### src/rtl/mem_stage_ctrl_if.sv
// Data-memory request bus between the MEM-stage controller
// and a multi-cycle data memory (req held until one-cycle ack).
interface mem_stage_ctrl_if #(
  parameter int DATA_W = 16
) ();
  logic              mem_req;
  logic              mem_we;
  logic [DATA_W-1:0] mem_addr;
  logic [DATA_W-1:0] mem_wdata;
  logic              mem_ack;
  logic [DATA_W-1:0] mem_rdata;

  modport master (
    output mem_req,
    output mem_we,
    output mem_addr,
    output mem_wdata,
    input  mem_ack,
    input  mem_rdata
  );

  modport slave (
    input  mem_req,
    input  mem_we,
    input  mem_addr,
    input  mem_wdata,
    output mem_ack,
    output mem_rdata
  );
endinterface

### src/rtl/mem_stage_ctrl.sv
// MEM-stage access controller: issues one load/store per
// instruction, stalls upstream while busy, times out hangs.
module mem_stage_ctrl #(
  parameter int              DATA_W   = 16,
  parameter int              TO_MAX   = 255,
  parameter int              TO_W     = 8,
  parameter logic [DATA_W-1:0] ERR_DATA = 16'hDEAD
) (
  input  logic              clk,
  input  logic              rst,
  input  logic              MEM_MemRead,
  input  logic              MEM_memwrite,
  input  logic              MEM_inval,
  input  logic [DATA_W-1:0] MEM_addr,
  input  logic [DATA_W-1:0] MEM_wdata,
  input  logic              err_clr,
  mem_stage_ctrl_if.master  bus,
  output logic              stall,
  output logic [DATA_W-1:0] MEM_rdata,
  output logic              rd_valid,
  output logic              err
);

  typedef enum logic [1:0] {
    IDLE,
    BUSY,
    DONE
  } state_t;

  // Counter holds completed BUSY cycles; the last
  // allowed one is entered with TO_MAX-1 already counted.
  localparam logic [TO_W-1:0] TO_LAST = TO_W'(TO_MAX - 1);

  state_t            state, state_n;
  logic [DATA_W-1:0] addr_q, addr_n;
  logic [DATA_W-1:0] wdata_q, wdata_n;
  logic              we_q, we_n;
  logic [DATA_W-1:0] rdata_q, rdata_n;
  logic [TO_W-1:0]   cnt_q, cnt_n;
  logic              err_q, err_n;
  logic              err_set;
  logic              acc;
  logic              req_c;
  logic              stall_c;
  logic              rv_c;

  assign acc = (MEM_MemRead | MEM_memwrite) & ~MEM_inval;

  // Next-state, datapath capture and combinational outputs
  always_comb begin
    state_n = state;
    addr_n  = addr_q;
    wdata_n = wdata_q;
    we_n    = we_q;
    rdata_n = rdata_q;
    cnt_n   = cnt_q;
    err_set = 1'b0;
    req_c   = 1'b0;
    stall_c = 1'b0;
    rv_c    = 1'b0;
    unique case (state)
      IDLE: begin
        stall_c = acc;
        if (bus.mem_ack) err_set = 1'b1;
        if (acc) begin
          addr_n  = MEM_addr;
          wdata_n = MEM_wdata;
          we_n    = MEM_memwrite;
          if (MEM_MemRead && MEM_memwrite)
            err_set = 1'b1;
          state_n = BUSY;
        end
      end
      BUSY: begin
        req_c   = 1'b1;
        stall_c = 1'b1;
        if (bus.mem_ack) begin
          if (!we_q) rdata_n = bus.mem_rdata;
          cnt_n   = '0;
          state_n = DONE;
        end else if (cnt_q == TO_LAST) begin
          if (!we_q) rdata_n = ERR_DATA;
          err_set = 1'b1;
          cnt_n   = '0;
          state_n = DONE;
        end else begin
          cnt_n = cnt_q + 1'b1;
        end
      end
      DONE: begin
        rv_c = ~we_q;
        if (bus.mem_ack) err_set = 1'b1;
        state_n = IDLE;
      end
      default: state_n = IDLE;
    endcase
    err_n = err_set | (err_q & ~err_clr);
  end

  // State and datapath registers; reset abandons any access
  always_ff @(posedge clk or negedge rst) begin
    if (!rst) begin
      state   <= IDLE;
      addr_q  <= '0;
      wdata_q <= '0;
      we_q    <= 1'b0;
      rdata_q <= '0;
      cnt_q   <= '0;
      err_q   <= 1'b0;
    end else begin
      state   <= state_n;
      addr_q  <= addr_n;
      wdata_q <= wdata_n;
      we_q    <= we_n;
      rdata_q <= rdata_n;
      cnt_q   <= cnt_n;
      err_q   <= err_n;
    end
  end

  assign bus.mem_req   = req_c;
  assign bus.mem_we    = we_q;
  assign bus.mem_addr  = addr_q;
  assign bus.mem_wdata = wdata_q;
  assign stall         = stall_c;
  assign MEM_rdata     = rdata_q;
  assign rd_valid      = rv_c;
  assign err           = err_q;

endmodule
### src/flat_wrapper.sv
// flat-port wrapper written by rule: the top's interface ports become plain ports
module mem_stage_ctrl_flat 
#(
  parameter int              DATA_W   = 16,
  parameter int              TO_MAX   = 255,
  parameter int              TO_W     = 8,
  parameter logic [DATA_W-1:0] ERR_DATA = 16'hDEAD
)
  (clk, rst, MEM_MemRead, MEM_memwrite, MEM_inval, MEM_addr, MEM_wdata, err_clr, stall, MEM_rdata, rd_valid, err, bus_mem_req, bus_mem_we, bus_mem_addr, bus_mem_wdata, bus_mem_ack, bus_mem_rdata);
  mem_stage_ctrl_if #(.DATA_W(DATA_W)) bus_i ();
  input  logic clk;
  input  logic rst;
  input  logic MEM_MemRead;
  input  logic MEM_memwrite;
  input  logic MEM_inval;
  input  logic [DATA_W-1:0] MEM_addr;
  input  logic [DATA_W-1:0] MEM_wdata;
  input  logic err_clr;
  output logic stall;
  output logic [DATA_W-1:0] MEM_rdata;
  output logic rd_valid;
  output logic err;
  output wire logic [$bits(bus_i.mem_req)-1:0] bus_mem_req;
  output wire logic [$bits(bus_i.mem_we)-1:0] bus_mem_we;
  output wire logic [$bits(bus_i.mem_addr)-1:0] bus_mem_addr;
  output wire logic [$bits(bus_i.mem_wdata)-1:0] bus_mem_wdata;
  input wire logic [$bits(bus_i.mem_ack)-1:0] bus_mem_ack;
  input wire logic [$bits(bus_i.mem_rdata)-1:0] bus_mem_rdata;
  assign bus_mem_req = bus_i.mem_req;
  assign bus_mem_we = bus_i.mem_we;
  assign bus_mem_addr = bus_i.mem_addr;
  assign bus_mem_wdata = bus_i.mem_wdata;
  assign bus_i.mem_ack = bus_mem_ack;
  assign bus_i.mem_rdata = bus_mem_rdata;
  mem_stage_ctrl #(.DATA_W(DATA_W), .TO_MAX(TO_MAX), .TO_W(TO_W), .ERR_DATA(ERR_DATA)) u_core (.clk(clk), .rst(rst), .MEM_MemRead(MEM_MemRead), .MEM_memwrite(MEM_memwrite), .MEM_inval(MEM_inval), .MEM_addr(MEM_addr), .MEM_wdata(MEM_wdata), .err_clr(err_clr), .bus(bus_i), .stall(stall), .MEM_rdata(MEM_rdata), .rd_valid(rd_valid), .err(err));
endmodule
### config.mk
export PLATFORM = sky130hd
export DESIGN_NAME = mem_stage_ctrl_flat
export DESIGN_NICKNAME = d
export VERILOG_FILES = /design/src/rtl/mem_stage_ctrl_if.sv /design/src/rtl/mem_stage_ctrl.sv /design/src/flat_wrapper.sv
export SDC_FILE = /design/constraint.sdc
export NUM_CORES = 1
export LEC_CHECK = 0
export CAP_MARGIN = 0
export CORE_MARGIN = 2
export CORE_UTILIZATION = 41
export DETAILED_ROUTE_END_ITERATION = 7
export PLACE_DENSITY = 0.79
export SYNTH_ARGS = -nofsm -noshare
export SYNTH_HDL_FRONTEND = slang
export SYNTH_SLANG_ARGS = --single-unit
export TNS_END_PERCENT = 50
### constraint.sdc
create_clock -name clk -period 2.3 [get_ports clk]
set_input_delay 0.575 -clock clk [delete_from_list [all_inputs] [get_ports clk]]
set_output_delay 0.575 -clock clk [all_outputs]
set_load 0.05 [all_outputs]
==> impl_metrics.py, run 1 <==
metrics = {
    "outcome": {
        "status": "completed",
    },
    "synth": {
        "synth-main-ff-cell": "dfrtp_1",
        "synth_cell_types": 32,
        "synth_warnings": 0,
        "synth_compound_area_frac": 0.111,
        "netlist_area_mm2": 0.00240,
        "seq_area_frac_synth": 0.626,
        "synth_area_leaders": "dfrtp_1 63%, mux2_2 15%, o22a_1 4.4%, a22o_1 1.8%, nor2_1 1.4%",
        "synth_top_family_by_area": "multiplexers",
        "netlist.area_leader.share": 0.626,
        "ys_ff_latch": 60,
        "synth_async_sr_flop_share": 1.00,
        "yosys.area.top_type": "dfrtp_1",
        "synth_xor_xnor_area_share": 0,
        "post_synth.cell_area_avg_um2": 13.5,
        "synth_cells": 178,
        "synth_edf_count": 0,
        "syn_nets": 235,
        "synth_mux_area_frac": 0.155,
        "yosysMostFrequentCell": "dfrtp_1",
        "ys_top_cells_by_count": "60 x dfrtp_1, 33 x mux2_2, 12 x o22a_1",
        "synth_simple_gate_area_frac": 0.0725,
        "synth_fa_ha_area_frac": 0.0104,
    },
    "setup_path": {
        "cp.arrival_ns": 1.63,
        "path_max_fanout": 3,
        "crit_top_cell": "nor2_1",
        "slowest_delay_ns": 0.53,
        "worst_setup_path_end_kind": "primary output",
        "cp_cell_sequence": "clkdlybuf4s50_1, nor2_1, nor2_1, nor2_1, nor2_2, buf_12",
        "crit_type": "in -> out",
        "critical-path-slowest-cell": "clkdlybuf4s50_1",
        "cp.required_ns": 1.73,
        "start_kind": "primary input",
    },
    "final_layout": {
        "final_cell_area_mm2": 0.00381,
        "nets": 352,
        "area_growth_pct": 58.8,
        "num-fill-cells": 437,
        "insertedDiodeCount": 0,
        "final_util": 0.684,
        "drive_above_1_share": 0.205,
    },
    "power": {
        "power_density_mw_per_mm2": 1390,
        "power.internal_mw": 3.00,
        "clkPwrFrac": 0.174,
        "peakVddDrop_mv": 0.872,
        "seq_power_share": 0.314,
        "swShare": 0.432,
        "power_switching_mw": 2.28,
        "power_mw": 5.28,
        "leakagePower_nw": 1.61,
        "combPwrFrac": 0.513,
    },
    "place": {
        "finalWeightedCongestion": 0.805,
        "hpwlAfterDp_um": 4050,
        "place_area_mm2": 0.00361,
        "placement.io_buffers": 107,
    },
    "clock_tree": {
        "cts_hold_buf": 0,
        "numCtsBuffers": 9,
        "path_clk_slew_ns": 0.06,
        "ctsRootBufferMaster": "clkbuf_8",
        "clkLatencyLatePin_ns": 0.33,
        "h-tree-depth": 3,
        "clk_path_buf_depth": 2,
        "clock-sinks": 60,
        "cts_tree": "built",
    },
    "timing": {
        "worstMarginPinSlew_ns": 0.694,
        "fin_skew_ns": 0.00982,
        "rsz0062_at_grt": "no",
        "final.period_utilization": 0.957,
        "final_max_slew_viol_count": 0,
        "hold_viol": 0,
        "setup_viol": 0,
        "max_freq_mhz": 454,
        "fin_crit_ns": 2.20,
        "slew_headroom": 0.535,
    },
    "job": {
        "drv_cap": 0,
    },
    "grt": {
        "antenna_found_initial": 0,
        "grt_pass1_wl_um": 9110,
        "grt_pass1_vias": 1924,
        "grt_max_degree": 37,
        "gr-usage-all-layers": 0.185,
        "gr-total-overflow": 0,
    },
    "die": {
        "num_rows": 27,
        "die_height_um": 80.5,
        "initial_core_util": 0.431,
        "fp.dieW_um": 80.5,
        "num_io_pins": 108,
        "core_mm2": 0.00557,
        "die_area_mm2": 0.00648,
    },
    "detailed_routing": {
        "vias": 1850,
        "wl_per_cell_um": 15.1,
        "ant_nets": 0,
        "viasPerCell": 5.00,
        "first_iter_violations": 64,
        "routed_wl_um": 5590,
        "drc": 0,
        "drt-pass1-iter-count": 4,
    },
    "min_path": {
        "hp-class": "in -> async",
    },
}
-- per-layer routing --
layer / global-route usage / part of all wire
met1: 0.242 / 0.44
met5: 0 / 0
met2: 0.280 / 0.45
met3: 0.0562 / 0.091
met4: 0.0915 / 0.019
-- layout make-up --
| type | instances | area [um^2] | share of cell area |
|---|---|---|---|
| clock inverters | 2 | 35.0 | 0.00920 |
| clock buffers | 12 | 155 | 0.0407 |
| well taps | 72 | 90.1 | 0.0236 |
| flip-flops and latches | 60 | 1500 | 0.394 |
| repair buffers | 114 | 1160 | 0.305 |
| multi-input cells | 105 | 848 | 0.223 |
| inverters | 5 | 18.8 | 0.00493 |
-- worst paths after layout --
check / from / end / slack [ns] / cells past startpoint
worst max-delay path: MEM_memwrite / stall / 0.1 / 6
worst min-delay path: rst / u_core.MEM_rdata[15]$_DFFE_PN0P_ / 0.25 / 1
worst max register to register: u_core.cnt_q[1]$_DFFE_PN0P_ / u_core.MEM_rdata[5]$_DFFE_PN0P_ / 0.46 / 5
worst min register to register: u_core.MEM_rdata[14]$_DFFE_PN0P_ / u_core.MEM_rdata[14]$_DFFE_PN0P_ / 0.49 / 1
max in group asynchronous: rst / u_core.MEM_rdata[8]$_DFFE_PN0P_ / 1.47 / 2
min in group clk: u_core.MEM_rdata[14]$_DFFE_PN0P_ / u_core.MEM_rdata[14]$_DFFE_PN0P_ / 0.49 / 1
-- placed cells by master, fill, tap and decap left out, types with 2 or more instances in the layout --
cell	count
mux2_2	33
buf_4	6
a21oi_1	4
nand2_1	8
o22a_1	12
nor2_1	8
a22o_1	5
ha_1	2
nand2b_1	2
clkbuf_8	11
nand3_1	5
a21o_1	3
o21ai_0	4
nor4_1	2
buf_12	4
dfrtp_1	60
clkdlybuf4s50_1	103
inv_1	5
-- registers in the layout (all words and copies together), names as in the netlist --
register,flops
u_core.bus.mem_addr,16
u_core.state,2
u_core.err,1
u_core.bus.mem_wdata,16
u_core.cnt_q,8
u_core.bus.mem_we,1
u_core.MEM_rdata,16
-- kinds of logic (layout without fill, tap and decap cells) --
family / Yosys count / in the layout
mux: 33 / 33
flops: 60 / 60
fa+ha+maj: 2 / 2
simple gates: 35 / 35
compound gates: 35 / 35
buf+inv: 13 / 133
-- power groups by stage --
stage	Combinational, mW	Sequential [mW]	Clock (mW)
after floorplan	0.496	2.88	0
after global placement	2.70	1.65	0
after detailed placement	2.72	1.67	0
after CTS	2.73	1.66	0.939
after global routing	2.84	1.71	0.981
final	2.71	1.66	0.917
-- per-stage QoR --
| step | setup slack, ns | TNS [ns] | std cells | hold slack [ns] |
|---|---|---|---|---|
| final | 0.0990 | 0 | 370 | 0.248 |
| after global routing | 0.0245 | 0 | 370 | 0.284 |
| after CTS | 0.0383 | 0 | 370 | 0.257 |
| after detailed placement | -0.140 | -1.46 | 356 | 0.476 |
| after global placement | -0.129 | -1.41 | 356 | 0.473 |
| after floorplan | 0.325 | 0 | 178 | 0.279 |
-- timing repair --
item,CTS,global route
endpoints found under the hold margin,0,0
gates resized for setup,0,2
setup endpoints to repair,0,12
buffers inserted,0,0
-- critical path: cells and delay by family --
kind | cells | cell delay (ns)
buffers and inverters | 2 | 0.68
and+or+nand+nor | 4 | 0.37
(Power assumes the default switching activity.)
==> run 2, diff against run 1 <==
- ABC_AREA: not set -> 1
- CORE_UTILIZATION: 41 -> 43
- PLACE_DENSITY: 0.79 -> 0.8
==> run 2 against run 1 <==
Count of clock-buffer cells in the layout unchanged. Total power decreased by 2.8%. Final cell count increased by 32%. Largest cell class unchanged. Largest power group unchanged.
==> impl_metrics.py, run 2 <==
metrics = {
    "clock_tree": {
        "h-tree-depth": 3,
        "cts_hold_buf": 0,
        "numCtsBuffers": 9,
        "path_clk_slew_ns": 0.07,
        "cts_resized": 0,
        "clkLatencyLatePin_ns": 0.32,
        "clock-sinks": 60,
        "cts_tree": "built",
        "ctsRootBufferMaster": "clkbuf_8",
        "cts_setup_buffers": 0,
        "clk_path_buf_depth": 2,
    },
    "synth": {
        "synth_xor_xnor_area_share": 0.00332,
        "syn_nets": 355,
        "netlist.area_leader.share": 0.570,
        "synth_cells": 298,
        "synth_edf_count": 0,
        "ys_ff_latch": 60,
        "synth_top_family_by_area": "simple AND/OR/NAND/NOR gates",
        "synth_fa_ha_area_frac": 0.00950,
        "synth_simple_gate_area_frac": 0.242,
        "netlist_area_mm2": 0.00264,
        "yosysMostFrequentCell": "nand2_1",
        "post_synth.cell_area_avg_um2": 8.84,
        "synth_area_leaders": "dfrtp_1 57%, nand2_1 12%, o21ai_0 6.6%, inv_1 5.7%, nand4_1 4.3%",
        "synth_compound_area_frac": 0.0864,
        "synth-main-ff-cell": "dfrtp_1",
        "synth_cell_types": 29,
        "yosys.area.top_type": "dfrtp_1",
        "synth_warnings": 0,
        "synth_mux_area_frac": 0,
        "seq_area_frac_synth": 0.570,
        "synth_async_sr_flop_share": 1.00,
        "ys_top_cells_by_count": "84 x nand2_1, 60 x dfrtp_1, 40 x inv_1",
    },
    "final_layout": {
        "layout_common_cells": "103 x clkdlybuf4s50_1, 84 x nand2_1, 60 x dfrtp_1, 40 x inv_1, 35 x o21ai_0",
        "final_util": 0.674,
        "insertedDiodeCount": 0,
        "drive_above_1_share": 0.114,
        "area_growth_pct": 51.4,
        "num-fill-cells": 484,
        "stdcell_count": 488,
        "seq_area_mm2": 0.00150,
        "layout_commonest_cell": "clkdlybuf4s50_1",
        "nets": 465,
        "multiInputGateArea_um2": 908,
    },
    "setup_path": {
        "crit_type": "in -> out",
        "timing.rr.end": "u_core.MEM_rdata[3]$_DFFE_PN0P_",
        "cp.required_ns": 1.73,
        "cp_cell_sequence": "clkdlybuf4s50_1, nor2_1, o211ai_4, nand2_1, buf_4",
        "start_kind": "primary input",
        "worst_setup_path_end_kind": "primary output",
        "reg2reg_depth": 9,
        "cp.arrival_ns": 1.54,
        "critical-path-slowest-cell": "clkdlybuf4s50_1",
        "path_max_fanout": 2,
        "worstReg2RegStart": "u_core.cnt_q[0]$_DFFE_PN0P_",
        "slowest_delay_ns": 0.40,
        "r2r_setup_slack_ns": 0.70,
    },
    "job": {
        "drv_cap": 0,
    },
    "detailed_routing": {
        "viasPerCell": 4.64,
        "first_iter_violations": 94,
        "wl_per_cell_um": 12.5,
        "routed_wl_um": 6090,
        "ant_nets": 0,
        "drt-pass1-iter-count": 4,
        "vias": 2263,
        "drc": 0,
    },
    "place": {
        "placement.io_buffers": 107,
        "hpwlAfterDp_um": 4500,
        "dp_cells": 472,
        "finalWeightedCongestion": 0.740,
    },
    "timing": {
        "hold_viol": 0,
        "final.period_utilization": 0.918,
        "rsz0062_at_grt": "no",
        "fin_crit_ns": 2.11,
        "final_max_slew_viol_count": 0,
        "worstMarginPinSlew_ns": 0.534,
        "tns_ns": 0,
        "setup_viol": 0,
        "slew_headroom": 0.642,
        "max_freq_mhz": 473,
        "fin_skew_ns": 0.00579,
    },
    "power": {
        "swShare": 0.453,
        "power.internal_mw": 2.81,
        "leakagePower_nw": 1.92,
        "clkPwrFrac": 0.184,
        "seq_power_share": 0.319,
        "power_switching_mw": 2.33,
        "power_density_mw_per_mm2": 1290,
        "combPwrFrac": 0.497,
        "peakVddDrop_mv": 0.774,
    },
    "grt": {
        "antenna_found_initial": 0,
        "grt_max_degree": 68,
        "gr-total-overflow": 0,
        "grt_pass1_vias": 2315,
        "grt_pass1_wl_um": 9940,
        "gr-usage-all-layers": 0.190,
    },
    "die": {
        "num_rows": 28,
        "fp.dieW_um": 82.3,
        "die_area_mm2": 0.00677,
        "die_height_um": 82.3,
        "initial_core_util": 0.445,
        "num_io_pins": 108,
        "core_mm2": 0.00592,
    },
    "outcome": {
        "status": "completed",
    },
    "min_path": {
        "hp-class": "in -> async",
    },
}
-- run 2: changes by cell type after synthesis, sizes merged, moves of 5 or more --
cell	change
o21ai	+30
mux2	-33
o22a	-12
nand2	+80
nand4	+18
or2	+11
inv	+37
a22o	-5
-- run 2: cell type report --
cell class	count	share of cell area
clock buffer	12	0.0389
clock inverter	4	0.0119
tap	75	0.0235
sequential	60	0.376
multi-input combinational	182	0.228
timing repair buffer	112	0.281
inverter	43	0.0405
-- run 2: critical path: cells and delay by family --
family | cells | cell delay (ns)
AO/OA/AOI/OAI | 1 | 0.10
AND/OR/NAND/NOR | 2 | 0.27
buffers and inverters | 2 | 0.59
-- run 2: worst max path at each step --
| stage | to | slack (ns) | from |
|---|---|---|---|
| after CTS | stall | 0.18 | MEM_inval |
| after floorplan | rd_valid | 0.006 | u_core.bus.mem_we$_DFFE_PN0P_ |
| after detailed placement | stall | 0.18 | MEM_inval |
| after global placement | stall | 0.20 | MEM_inval |
| final | stall | 0.19 | MEM_inval |
| after global routing | stall | 0.14 | MEM_inval |
-- run 2: through the flow --
| stage | hold WS, ns | power, mW | setup slack [ns] | instance area [um^2] |
|---|---|---|---|---|
| final | 0.155 | 5.13 | 0.188 | 3990 |
| after global routing | 0.165 | 5.42 | 0.135 | 3990 |
| after CTS | 0.147 | 5.19 | 0.185 | 3990 |
| after detailed placement | 0.459 | 4.22 | 0.185 | 3790 |
| after global placement | 0.455 | 4.17 | 0.199 | 3790 |
| after floorplan | 0.279 | 3.28 | 0.00635 | 2640 |
-- run 2: power by group through the flow --
stage               Combinational [mW]  Clock [mW]  Sequential, mW
floorplan                        0.511           0            2.77
global placement                  2.53           0            1.64
detailed placement                2.57           0            1.65
CTS                               2.57       0.973            1.64
global route                      2.72        1.01            1.68
finish                            2.55       0.944            1.64
-- run 2: logic make-up after synthesis --
logic type / Yosys count
compound gates: 41
xor+xnor: 1
fa+ha+maj: 2
buf+inv: 56
flops: 60
simple gates: 138
-- run 2: per-layer routing --
layer  wire [um]  vias to the layer above  GRT usage
met5           0                        -          0
met3         398                        4     0.0402
met1        2660                     1022      0.216
met4          39                        0     0.0800
li1            -                     1157          -
met2        2990                       80      0.344
